--- src/rtl/usb_tx_pkg.sv ---
// Shared types and constants for the USB spectrum frame transmitter.
// Frame: header, length, hi/lo word pairs per channel, then a 16-bit additive checksum.
package usb_tx_pkg;

  localparam int          ADDR_W       = 10;
  localparam logic [15:0] HDR_WORD_DEF = 16'hA55A;

  typedef enum logic [3:0] {
    ST_IDLE,
    ST_HDR,
    ST_LEN,
    ST_ADDR,
    ST_FETCH,
    ST_HI,
    ST_LO,
    ST_CSUM,
    ST_FIN
  } state_e;

  typedef enum logic [2:0] {
    WORD_NONE,
    WORD_HDR,
    WORD_LEN,
    WORD_HI,
    WORD_LO,
    WORD_CSUM
  } word_e;

  function automatic word_e word_of(state_e s);
    case (s)
      ST_HDR:  return WORD_HDR;
      ST_LEN:  return WORD_LEN;
      ST_HI:   return WORD_HI;
      ST_LO:   return WORD_LO;
      ST_CSUM: return WORD_CSUM;
      default: return WORD_NONE;
    endcase
  endfunction

endpackage

--- src/rtl/usb_spectrum_tx_if.sv ---
// Control, spectrum memory read port and USB write port of the transmitter.
// master = transmitter side, slave = surrounding system / bench.
interface usb_spectrum_tx_if;
  import usb_tx_pkg::*;

  logic              send_req;
  logic              abort;
  logic [ADDR_W-1:0] channel_address;
  logic [31:0]       channel_count;
  logic [15:0]       usb_write_data;
  logic              usb_write_en;
  logic              usb_write_wait;
  logic              busy;
  logic              done;

  modport master (
    input  send_req, abort, channel_count, usb_write_wait,
    output channel_address, usb_write_data, usb_write_en, busy, done
  );

  modport slave (
    output send_req, abort, channel_count, usb_write_wait,
    input  channel_address, usb_write_data, usb_write_en, busy, done
  );

endinterface

--- src/rtl/usb_spectrum_tx.sv ---
// Streams one spectrum frame from memory to the USB write path with backpressure.
//
// state | meaning
// IDLE  | waiting for send_req
// HDR   | offering header word
// LEN   | offering channel-count word
// ADDR  | channel_address presented to memory
// FETCH | memory data latched into holding register
// HI    | offering channel_count[31:16]
// LO    | offering channel_count[15:0]
// CSUM  | offering checksum word
// FIN   | done pulse, back to IDLE
module usb_spectrum_tx
  import usb_tx_pkg::*;
#(
  parameter int          NUM_CH   = 1024,
  parameter logic [15:0] HDR_WORD = HDR_WORD_DEF
) (
  input  logic             CLOCK_50,
  input  logic             rst,
  usb_spectrum_tx_if.master bus
);

  localparam logic [ADDR_W-1:0] LAST_ADDR = ADDR_W'(NUM_CH - 1);
  localparam logic [15:0]       LEN_WORD  = 16'(NUM_CH);

  state_e            state, state_nxt;
  word_e             word;
  logic [ADDR_W-1:0] addr;
  logic [31:0]       hold;
  logic [15:0]       csum;
  logic [15:0]       data;
  logic              xfer;
  logic              start;
  logic              kill;

  assign word  = word_of(state);
  assign xfer  = (word != WORD_NONE) && !bus.usb_write_wait;
  assign start = (state == ST_IDLE) && bus.send_req && !bus.abort;
  assign kill  = (state != ST_IDLE) && bus.abort;

  always_comb begin
    data = 16'h0000;
    case (word)
      WORD_HDR:  data = HDR_WORD;
      WORD_LEN:  data = LEN_WORD;
      WORD_HI:   data = hold[31:16];
      WORD_LO:   data = hold[15:0];
      WORD_CSUM: data = csum;
      default:   data = 16'h0000;
    endcase
  end

  assign bus.usb_write_data  = data;
  assign bus.usb_write_en    = (word != WORD_NONE);
  assign bus.channel_address = addr;
  assign bus.busy            = (state != ST_IDLE) && (state != ST_FIN);
  assign bus.done            = (state == ST_FIN);

  always_comb begin
    state_nxt = state;
    if (kill) begin
      state_nxt = ST_IDLE;
    end else begin
      case (state)
        ST_IDLE:  if (start) state_nxt = ST_HDR;
        ST_HDR:   if (xfer) state_nxt = ST_LEN;
        ST_LEN:   if (xfer) state_nxt = ST_ADDR;
        ST_ADDR:  state_nxt = ST_FETCH;
        ST_FETCH: state_nxt = ST_HI;
        ST_HI:    if (xfer) state_nxt = ST_LO;
        ST_LO:    if (xfer) state_nxt = (addr < LAST_ADDR) ? ST_ADDR : ST_CSUM;
        ST_CSUM:  if (xfer) state_nxt = ST_FIN;
        ST_FIN:   state_nxt = ST_IDLE;
        default:  state_nxt = ST_IDLE;
      endcase
    end
  end

  always_ff @(posedge CLOCK_50) begin
    if (rst) begin
      state <= ST_IDLE;
      addr  <= '0;
      hold  <= '0;
      csum  <= '0;
    end else begin
      state <= state_nxt;
      if (start) begin
        addr <= '0;
        csum <= '0;
      end else if (kill) begin
        csum <= '0;
      end else begin
        // memory data is only sampled here, so a stalled word is never re-read
        if (state == ST_FETCH) hold <= bus.channel_count;
        if (xfer && (word == WORD_LEN || word == WORD_HI || word == WORD_LO))
          csum <= csum + data;
        if (state == ST_LO && xfer && addr < LAST_ADDR)
          addr <= addr + 1'b1;
      end
    end
  end

endmodule

--- src/flat_wrapper.sv ---
// flat-port wrapper written by rule: the top's interface ports become plain ports
module usb_spectrum_tx_flat import usb_tx_pkg::*;
#(
  parameter int          NUM_CH   = 1024,
  parameter logic [15:0] HDR_WORD = HDR_WORD_DEF
)
  (CLOCK_50, rst, bus_send_req, bus_abort, bus_channel_count, bus_usb_write_wait, bus_channel_address, bus_usb_write_data, bus_usb_write_en, bus_busy, bus_done);
  usb_spectrum_tx_if bus_i ();
  input  logic CLOCK_50;
  input  logic rst;
  input wire logic [$bits(bus_i.send_req)-1:0] bus_send_req;
  input wire logic [$bits(bus_i.abort)-1:0] bus_abort;
  input wire logic [$bits(bus_i.channel_count)-1:0] bus_channel_count;
  input wire logic [$bits(bus_i.usb_write_wait)-1:0] bus_usb_write_wait;
  output wire logic [$bits(bus_i.channel_address)-1:0] bus_channel_address;
  output wire logic [$bits(bus_i.usb_write_data)-1:0] bus_usb_write_data;
  output wire logic [$bits(bus_i.usb_write_en)-1:0] bus_usb_write_en;
  output wire logic [$bits(bus_i.busy)-1:0] bus_busy;
  output wire logic [$bits(bus_i.done)-1:0] bus_done;
  assign bus_i.send_req = bus_send_req;
  assign bus_i.abort = bus_abort;
  assign bus_i.channel_count = bus_channel_count;
  assign bus_i.usb_write_wait = bus_usb_write_wait;
  assign bus_channel_address = bus_i.channel_address;
  assign bus_usb_write_data = bus_i.usb_write_data;
  assign bus_usb_write_en = bus_i.usb_write_en;
  assign bus_busy = bus_i.busy;
  assign bus_done = bus_i.done;
  usb_spectrum_tx #(.NUM_CH(NUM_CH), .HDR_WORD(HDR_WORD)) u_core (.CLOCK_50(CLOCK_50), .rst(rst), .bus(bus_i));
endmodule
--- config.mk ---
export PLATFORM = sky130hd
export DESIGN_NAME = usb_spectrum_tx_flat
export DESIGN_NICKNAME = d
export VERILOG_FILES = /design/src/rtl/usb_tx_pkg.sv /design/src/rtl/usb_spectrum_tx_if.sv /design/src/rtl/usb_spectrum_tx.sv /design/src/flat_wrapper.sv
export SDC_FILE = /design/constraint.sdc
export NUM_CORES = 1
export LEC_CHECK = 0
export CAP_MARGIN = 15
export CORE_MARGIN = 2
export CORE_UTILIZATION = 57
export DETAILED_ROUTE_END_ITERATION = 10
export MAX_ROUTING_LAYER = met4
export PLACE_DENSITY = 0.93
export RECOVER_POWER = 25
export SLEW_MARGIN = 10
export SYNTH_ARGS = -nofsm -noshare
export SYNTH_HDL_FRONTEND = slang
export SYNTH_SLANG_ARGS = --single-unit
export TNS_END_PERCENT = 50
--- constraint.sdc ---
create_clock -name CLOCK_50 -period 6.4 [get_ports CLOCK_50]
set_input_delay 0.64 -clock CLOCK_50 [delete_from_list [all_inputs] [get_ports CLOCK_50]]
set_output_delay 0.64 -clock CLOCK_50 [all_outputs]
set_load 0.01 [all_outputs]
==> impl_metrics.csv, run 1 <==
group,metric,value,unit
status,run_status,"finished clean",
detailed_routing,first_pass_iters,5,
clocking,worst_setup_hold_path_clk_slew,0.07,ns
clocking,cts_resized,0,
yosys,synth.cells.most_frequent,"sky130_fd_sc_hd__nand2_1 (94), sky130_fd_sc_hd__dfxtp_1 (62), sky130_fd_sc_hd__a21oi_1 (59)",
global_route,grt_overflow_total,0,
timing,finalSetupViolCount,0,
timing,final_hold_viol_count,0,
layout,filler_cell_count,474,
critical_path,timing_worst_setup_path_type,"register to register",
yosys,synth_area_leader_cell,"sky130_fd_sc_hd__dfxtp_1",
detailed_routing,avgRoutedWirePerCell,16.9,microns
timing,fin_hold_ws,0.461,ns
yosys,yosysSeqAreaShare,35.0,%
detailed_routing,initialDrtViolationCount,332,
clocking,clk_path_buf_depth,2,
yosys,syn_avg_cell_area,7.76,sq um
worst_hold_path,hp-class,"register to register",
power_and_ir_drop,p_leak,1.62,nW
critical_path,setup.worst_path.start,"u_core.state[1]$_SDFFE_PP0P_",
placement,io_buffer_count,65,
detailed_routing,drt_wl_total,9930,microns
yosys,synth_seq_cells,62,
clocking,clock_latency,0.34,ns
critical_path,endpoint_kind,"register",
floorplan,num_rows,28,
yosys,synthesis.yosys.warnings,0,
yosys,syn-num-nets,511,
yosys,ys.flop_type,"sky130_fd_sc_hd__dfxtp_1",
floorplan,pin_count,66,
yosys,synth_cells,457,
critical_path,timing.critical_path.required,6.67,ns
critical_path,crit_path_max_fanout,26,
yosys,most_used_standard_cell_by_instance_count_after_synthesis,"sky130_fd_sc_hd__nand2_1",
placement,dpl.hpwl,7170,microns
detailed_routing,viasPerCell,6.00,
detailed_routing,drtAntennaViolNets,0,
critical_path,crit-reg2reg-launch,"u_core.state[1]$_SDFFE_PP0P_",
critical_path,worst-endpoint-arrival,3.96,ns
timing,tns,0,ns
floorplan,initial_utilization,59.5,%
flow_run,max-cap-violations,0,
global_route,first_pass_grt_wire_length,16500,microns
clocking,clock_tree.htree_level_count,3,
clocking,cts.sinks,62,
floorplan,die_width,82.9,microns
power_and_ir_drop,power-per-cell-area,201,mW/mm^2
floorplan,floorplan.core_area,0.00596,sq mm
detailed_routing,routed-via-count,3530,
timing,max-slew-margin-rel,30.2,%
clocking,cts.root.buffer_cell,"sky130_fd_sc_hd__clkbuf_8",
clocking,tritoncts,"built",
timing,worstMarginPinSlew,1.05,ns
yosys,netlist_area,0.00354,sq mm
floorplan,vertical_die_dimension,82.9,microns
global_route,antenna_found_initial,0,
floorplan,die_outline_area,0.00687,sq mm
clocking,postCtsHoldBufs,0,
critical_path,worst-r2r-setup-slack,2.71,ns
layout,antenna_cells,0,
detailed_routing,post-route-drc-count,0,
yosys,synth.top_cells.by_area,"sky130_fd_sc_hd__dfxtp_1 (35%), sky130_fd_sc_hd__nand2_1 (10%), sky130_fd_sc_hd__a21oi_1 (8.3%)",
timing,timing.final.crit_share,57.7,%
timing,skew,0.00699,ns
power_and_ir_drop,vdd_ir_drop_max,0.000183,V
yosys,synth_cell_types,50,
timing,final-max-slew-violation-count,0,
global_route,grt_pass1_vias,3435,
critical_path,worstSetupStartpointType,"register",
layout,area_occupied_by_multi_input_gates,0.00218,sq mm
layout,regArea,0.00124,sq mm
yosys,async_flop_share,0,%
layout,synthToLayoutAreaGrowth,24.9,%
timing,maxClockFrequency,271,MHz
yosys,top_area_cell_type_share_of_the_netlist_area,35.0,%
timing,rsz0062_at_grt,"false",
clocking,post_cts.repair.setup_buffers,0,
placement,gp_congestion,0.943,
yosys,synth-edff-count,0,
global_route,grt_start_max_net_pins,35,
layout,number_of_nets_in_the_layout,562,
global_route,globalRouteTotalUtil,30.3,%
worst_hold_path,worst_hold_startpoint,"u_core.hold[27]$_SDFFE_PP0P_",
clocking,number_of_buffers_added_by_the_clock_tree_synthesis_step,9,
timing,min_cycle_time_layout,3.69,ns
layout,layout-drive-gt1-share,6.43,%
==> flip-flops by register name (all words and copies together) (netlist names) <==
name / cells
u_core.bus.channel_address: 10
u_core.csum: 16
u_core.hold: 32
u_core.state: 4
==> per-stage QoR <==
step                utilization (%)  cell area (sq um)  std cells  power, mW  setup slack (ns)
floorplan                         -               3540        457      0.455              3.27
global placement               70.5               4200        572      0.501              2.97
detailed placement             70.5               4200        572      0.502              2.87
CTS                            74.4               4430        588      0.895              2.79
global route                   74.3               4430        588      0.920              2.39
finish                         74.3               4430        588      0.891              2.71
==> cells by family (layout without fill, tap and decap cells) <==
group                      Yosys count  count (layout)  share of synthesized area [%]
and+or+nand+nor                    198             198                           25.6
AOI/OAI and AO/OA                  113             113                           19.6
DFF                                 62              62                           35.0
buffers and inverters               31              87                           3.81
xor gates and xnor gates            19              19                           4.69
adders and majority gates           17              17                           6.21
muxes                               17              17                           5.08
==> power breakdown <==
part | internal (mW) | switching [mW] | leakage [nW] | total (mW)
logic | 0.0504 | 0.0496 | 1.01 | 0.100
registers | 0.388 | 0.00688 | 0.499 | 0.394
clock network | 0.240 | 0.156 | 0.116 | 0.397
total | 0.678 | 0.213 | 1.62 | 0.891
==> area by class of cell <==
cell class,count,area share [%]
clock buffers,11,3.42
clock inverters,5,1.84
inverters,3,0.254
multi-input cells,364,49.1
flip-flops and latches,62,28.0
well taps,75,2.12
repair buffers,68,15.2
==> routing by layer <==
layer | wire length, microns | track usage [%] | vias up
met1 | 4320 | 37.0 | 1644
met3 | 679 | 8.05 | 30
met2 | 4640 | 47.9 | 148
li1 | - | - | 1708
met5 | 0 | - | -
met4 | 282 | 11.8 | 0
==> cell usage in the layout, fill, tap and decap left out, types with 3 or more instances in the layout <==
cell                               n
sky130_fd_sc_hd__nand2_1          94
sky130_fd_sc_hd__dfxtp_1          62
sky130_fd_sc_hd__a21oi_1          59
sky130_fd_sc_hd__clkdlybuf4s50_1  55
sky130_fd_sc_hd__nor2_1           40
sky130_fd_sc_hd__ha_1             16
sky130_fd_sc_hd__xnor2_1          15
sky130_fd_sc_hd__clkbuf_8         11
sky130_fd_sc_hd__dlygate4sd3_1    10
sky130_fd_sc_hd__nor2b_1           9
sky130_fd_sc_hd__mux2i_1           9
sky130_fd_sc_hd__nand3_1           9
sky130_fd_sc_hd__o21ai_0           9
sky130_fd_sc_hd__mux2_2            8
sky130_fd_sc_hd__a22oi_1           8
sky130_fd_sc_hd__nor3_1            8
sky130_fd_sc_hd__nand2b_1          7
sky130_fd_sc_hd__o22a_1            6
sky130_fd_sc_hd__a211oi_1          6
sky130_fd_sc_hd__a21o_1            6
sky130_fd_sc_hd__nand4_1           5
sky130_fd_sc_hd__xor2_1            4
sky130_fd_sc_hd__nor4_1            3
sky130_fd_sc_hd__nand3b_1          3
sky130_fd_sc_hd__inv_1             3
sky130_fd_sc_hd__a31oi_1           3
sky130_fd_sc_hd__and3_1            3
sky130_fd_sc_hd__o211ai_1          3
sky130_fd_sc_hd__buf_4             3
==> final timing paths <==
kind / to / depth (start not counted)
worst max-delay path: u_core.csum[15]$_SDFFE_PP0P_ / 10
worst min register to register: u_core.hold[27]$_SDFFE_PP0P_ / 2
worst max register to register: u_core.csum[15]$_SDFFE_PP0P_ / 10
worst min-delay path: u_core.hold[27]$_SDFFE_PP0P_ / 2
==> worst max-delay path: stages, from the launching register on <==
cell	delay, ns
sky130_fd_sc_hd__dfxtp_1	0.94
sky130_fd_sc_hd__nor2b_1	0.62
sky130_fd_sc_hd__a22oi_1	0.20
sky130_fd_sc_hd__nor2_1	0.20
sky130_fd_sc_hd__ha_1	0.32
sky130_fd_sc_hd__a21o_1	0.23
sky130_fd_sc_hd__a221oi_1	0.36
sky130_fd_sc_hd__and4b_1	0.24
sky130_fd_sc_hd__o211ai_1	0.13
sky130_fd_sc_hd__a31o_1	0.25
sky130_fd_sc_hd__a21oi_1	0.10
Note: power is estimated with default switching activity, not from simulation.
==> inputs of run 2 (changes only) <==
--- a/config.mk
+++ b/config.mk
@@ -7,10 +7,10 @@
 export LEC_CHECK = 0
 export CAP_MARGIN = 15
 export CORE_MARGIN = 2
-export CORE_UTILIZATION = 57
+export CORE_UTILIZATION = 47
 export DETAILED_ROUTE_END_ITERATION = 10
 export MAX_ROUTING_LAYER = met4
-export PLACE_DENSITY = 0.93
+export PLACE_DENSITY = 0.83
 export RECOVER_POWER = 25
 export SLEW_MARGIN = 10
 export SYNTH_ARGS = -nofsm -noshare
==> constraint.sdc (replaced) <==
create_clock -name CLOCK_50 -period 3.1 [get_ports CLOCK_50]
set_input_delay 0.31 -clock CLOCK_50 [delete_from_list [all_inputs] [get_ports CLOCK_50]]
set_output_delay 0.31 -clock CLOCK_50 [all_outputs]
set_load 0.01 [all_outputs]
==> run 2 against run 1 <==
  * Register-to-register slack got worse by 2.5 ns
  * Critical path type unchanged
  * Cell count rose by 6.1%
  * Count of clock-buffer cells in the layout rose by 1
  * Combinational power rose by 120%
  * Sequential cell count did not move
  * Utilization fell by 12 points
  * Critical endpoint unchanged
  * Largest cell class unchanged
==> impl_metrics.csv, run 2 (same netlist as run 1, synthesis figures left out) <==
group,metric,value,unit
flow_run,max-cap-violations,0,
clocking,cts.sinks,62,
detailed_routing,initialDrtViolationCount,272,
layout,mostFrequentLayoutCell,"sky130_fd_sc_hd__nand2_1",
critical_path,timing.critical_path.required,3.37,ns
critical_path,timing_worst_setup_path_type,"register to register",
timing,timing.final.ws_setup,0.199,ns
clocking,clk_path_buf_depth,2,
critical_path,r2r.worst_path.cells,11,
placement,io_buffer_count,65,
floorplan,num_rows,31,
timing,rsz0062_at_grt,"false",
timing,timing.final.crit_share,93.6,%
detailed_routing,routed-via-count,3552,
global_route,grt_pass1_vias,3345,
critical_path,worst-endpoint-arrival,3.17,ns
global_route,grt_overflow_total,0,
timing,worstMarginPinSlew,1.26,ns
layout,largest_register_ff_count,32,
power_and_ir_drop,p_leak,1.67,nW
layout,filler_cell_count,638,
placement,gp_congestion,0.955,
worst_hold_path,holdPathEnd,"u_core.hold[6]$_SDFFE_PP0P_",
detailed_routing,post-route-drc-count,0,
global_route,grt_start_max_net_pins,35,
layout,layout.cells.non_filler,624,
global_route,first_pass_grt_wire_length,16100,microns
critical_path,crit-reg2reg-capture,"u_core.csum[15]$_SDFFE_PP0P_",
layout,number_of_nets_in_the_layout,575,
layout,layout-drive-gt1-share,8.57,%
timing,skew,0.00900,ns
power_and_ir_drop,vdd_ir_drop_max,0.000299,V
timing,max-slew-margin-rel,15.8,%
placement,dpl.hpwl,7380,microns
timing,min_cycle_time_layout,2.90,ns
worst_hold_path,worst_hold_startpoint,"u_core.hold[6]$_SDFFE_PP0P_",
floorplan,pin_count,66,
power_and_ir_drop,power-per-cell-area,389,mW/mm^2
critical_path,crit-reg2reg-launch,"u_core.state[1]$_SDFFE_PP0P_",
critical_path,worst-r2r-setup-slack,0.20,ns
floorplan,initial_utilization,48.6,%
placement,dpl.cell_count,609,
clocking,clock_tree.htree_level_count,3,
global_route,globalRouteTotalUtil,24.9,%
floorplan,die_width,90.8,microns
global_route,antenna_found_initial,0,
layout,largest-register,"u_core.hold",
timing,maxClockFrequency,345,MHz
detailed_routing,drt_wl_total,9820,microns
detailed_routing,viasPerCell,5.69,
critical_path,worstSetupStartpointType,"register",
clocking,cts.root.buffer_cell,"sky130_fd_sc_hd__clkbuf_8",
power_and_ir_drop,total_design_power,1.76,mW
detailed_routing,drtAntennaViolNets,0,
floorplan,die_outline_area,0.00825,sq mm
critical_path,crit_path_max_fanout,11,
floorplan,floorplan.core_area,0.00729,sq mm
timing,final_hold_viol_count,0,
timing,final-max-slew-violation-count,0,
placement,dp_worst_setup_slack,0.152,ns
timing,finalSetupViolCount,0,
status,run_status,"finished clean",
critical_path,endpoint_kind,"register",
floorplan,vertical_die_dimension,90.8,microns
clocking,clock_latency,0.34,ns
worst_hold_path,hold_crit_depth,2,
clocking,postCtsHoldBufs,0,
worst_hold_path,hp-class,"register to register",
layout,final_cell_mix,"sky130_fd_sc_hd__nand2_1 (94), sky130_fd_sc_hd__dfxtp_1 (62), sky130_fd_sc_hd__a21oi_1 (57)",
clocking,tritoncts,"built",
layout,synthToLayoutAreaGrowth,27.6,%
timing,fin_hold_ws,0.466,ns
critical_path,setup.worst_path.start,"u_core.state[1]$_SDFFE_PP0P_",
detailed_routing,first_pass_iters,5,
clocking,number_of_buffers_added_by_the_clock_tree_synthesis_step,9,
clocking,worst_setup_hold_path_clk_slew,0.06,ns
timing,tns,0,ns
layout,antenna_cells,0,
detailed_routing,avgRoutedWirePerCell,15.7,microns
## run 2: changes by cell type in the layout (fill, tap and decap cells not counted), sizes merged
cell	delta
clkinvlp	-1
bufinv	-1
buf	+12
clkbuf	+2
## run 2: worst max path at each step
stage          cells past startpoint                            to  slack, ns
3_3_place_gp                      12  u_core.csum[14]$_SDFFE_PP0P_       0.28
3_5_place_dp                      12  u_core.csum[14]$_SDFFE_PP0P_       0.15
4_1_cts                           12  u_core.csum[14]$_SDFFE_PP0P_       0.13
6_report                          11  u_core.csum[15]$_SDFFE_PP0P_       0.20
2_1_floorplan                     12  u_core.csum[15]$_SDFFE_PP0P_       0.09
5_1_grt                           11  u_core.csum[15]$_SDFFE_PP0P_      0.004
## run 2: critical path: stages, from the launching register on
cell and delay (ns):
sky130_fd_sc_hd__dfxtp_1 0.32, sky130_fd_sc_hd__buf_4 0.18, sky130_fd_sc_hd__nand2b_1 0.29, sky130_fd_sc_hd__o22a_1 0.24
sky130_fd_sc_hd__nor2_1 0.17, sky130_fd_sc_hd__ha_1 0.32, sky130_fd_sc_hd__and3_1 0.28, sky130_fd_sc_hd__a221oi_1 0.34
sky130_fd_sc_hd__and4b_1 0.25, sky130_fd_sc_hd__o211ai_1 0.11, sky130_fd_sc_hd__a31o_1 0.23, sky130_fd_sc_hd__a21oi_1 0.10
## run 2: power breakdown
part / switching, mW / internal, mW
registers: 0.00515 / 0.800
logic: 0.111 / 0.112
clock network: 0.319 / 0.411
total: 0.435 / 1.32
## run 2: metal layers
metal / up-vias / GRT usage, % / share of wire, %
li1: 1724 / - / -
met1: 1638 / 30.9 / 45
met2: 162 / 38.3 / 45
met3: 28 / 5.84 / 7.2
met4: 0 / 11.6 / 2.9
met5: - / - / 0
## run 2: final cells by class
class | count | area, sq um | share of cell area (%)
multi-input cells | 364 | 2180 | 48.2
flip-flops and latches | 62 | 1240 | 27.4
repair buffers | 81 | 767 | 17.0
clock buffers | 12 | 155 | 3.43
well taps | 99 | 124 | 2.74
clock inverters | 3 | 43.8 | 0.968
inverters | 3 | 11.3 | 0.249
## run 2: stage by stage
| stage | cell area (sq um) | utilization [%] |
|---|---|---|
| global route | 4520 | 62.0 |
| finish | 4520 | 62.0 |
| global placement | 4320 | 59.3 |
| detailed placement | 4320 | 59.3 |
| floorplan | 3550 | - |
| CTS | 4520 | 62.0 |
## run 2: what timing repair did
item | in CTS | in global routing
resized for setup | 0 | 3
setup buffers | 0 | 0
setup endpoints to repair | 0 | 3
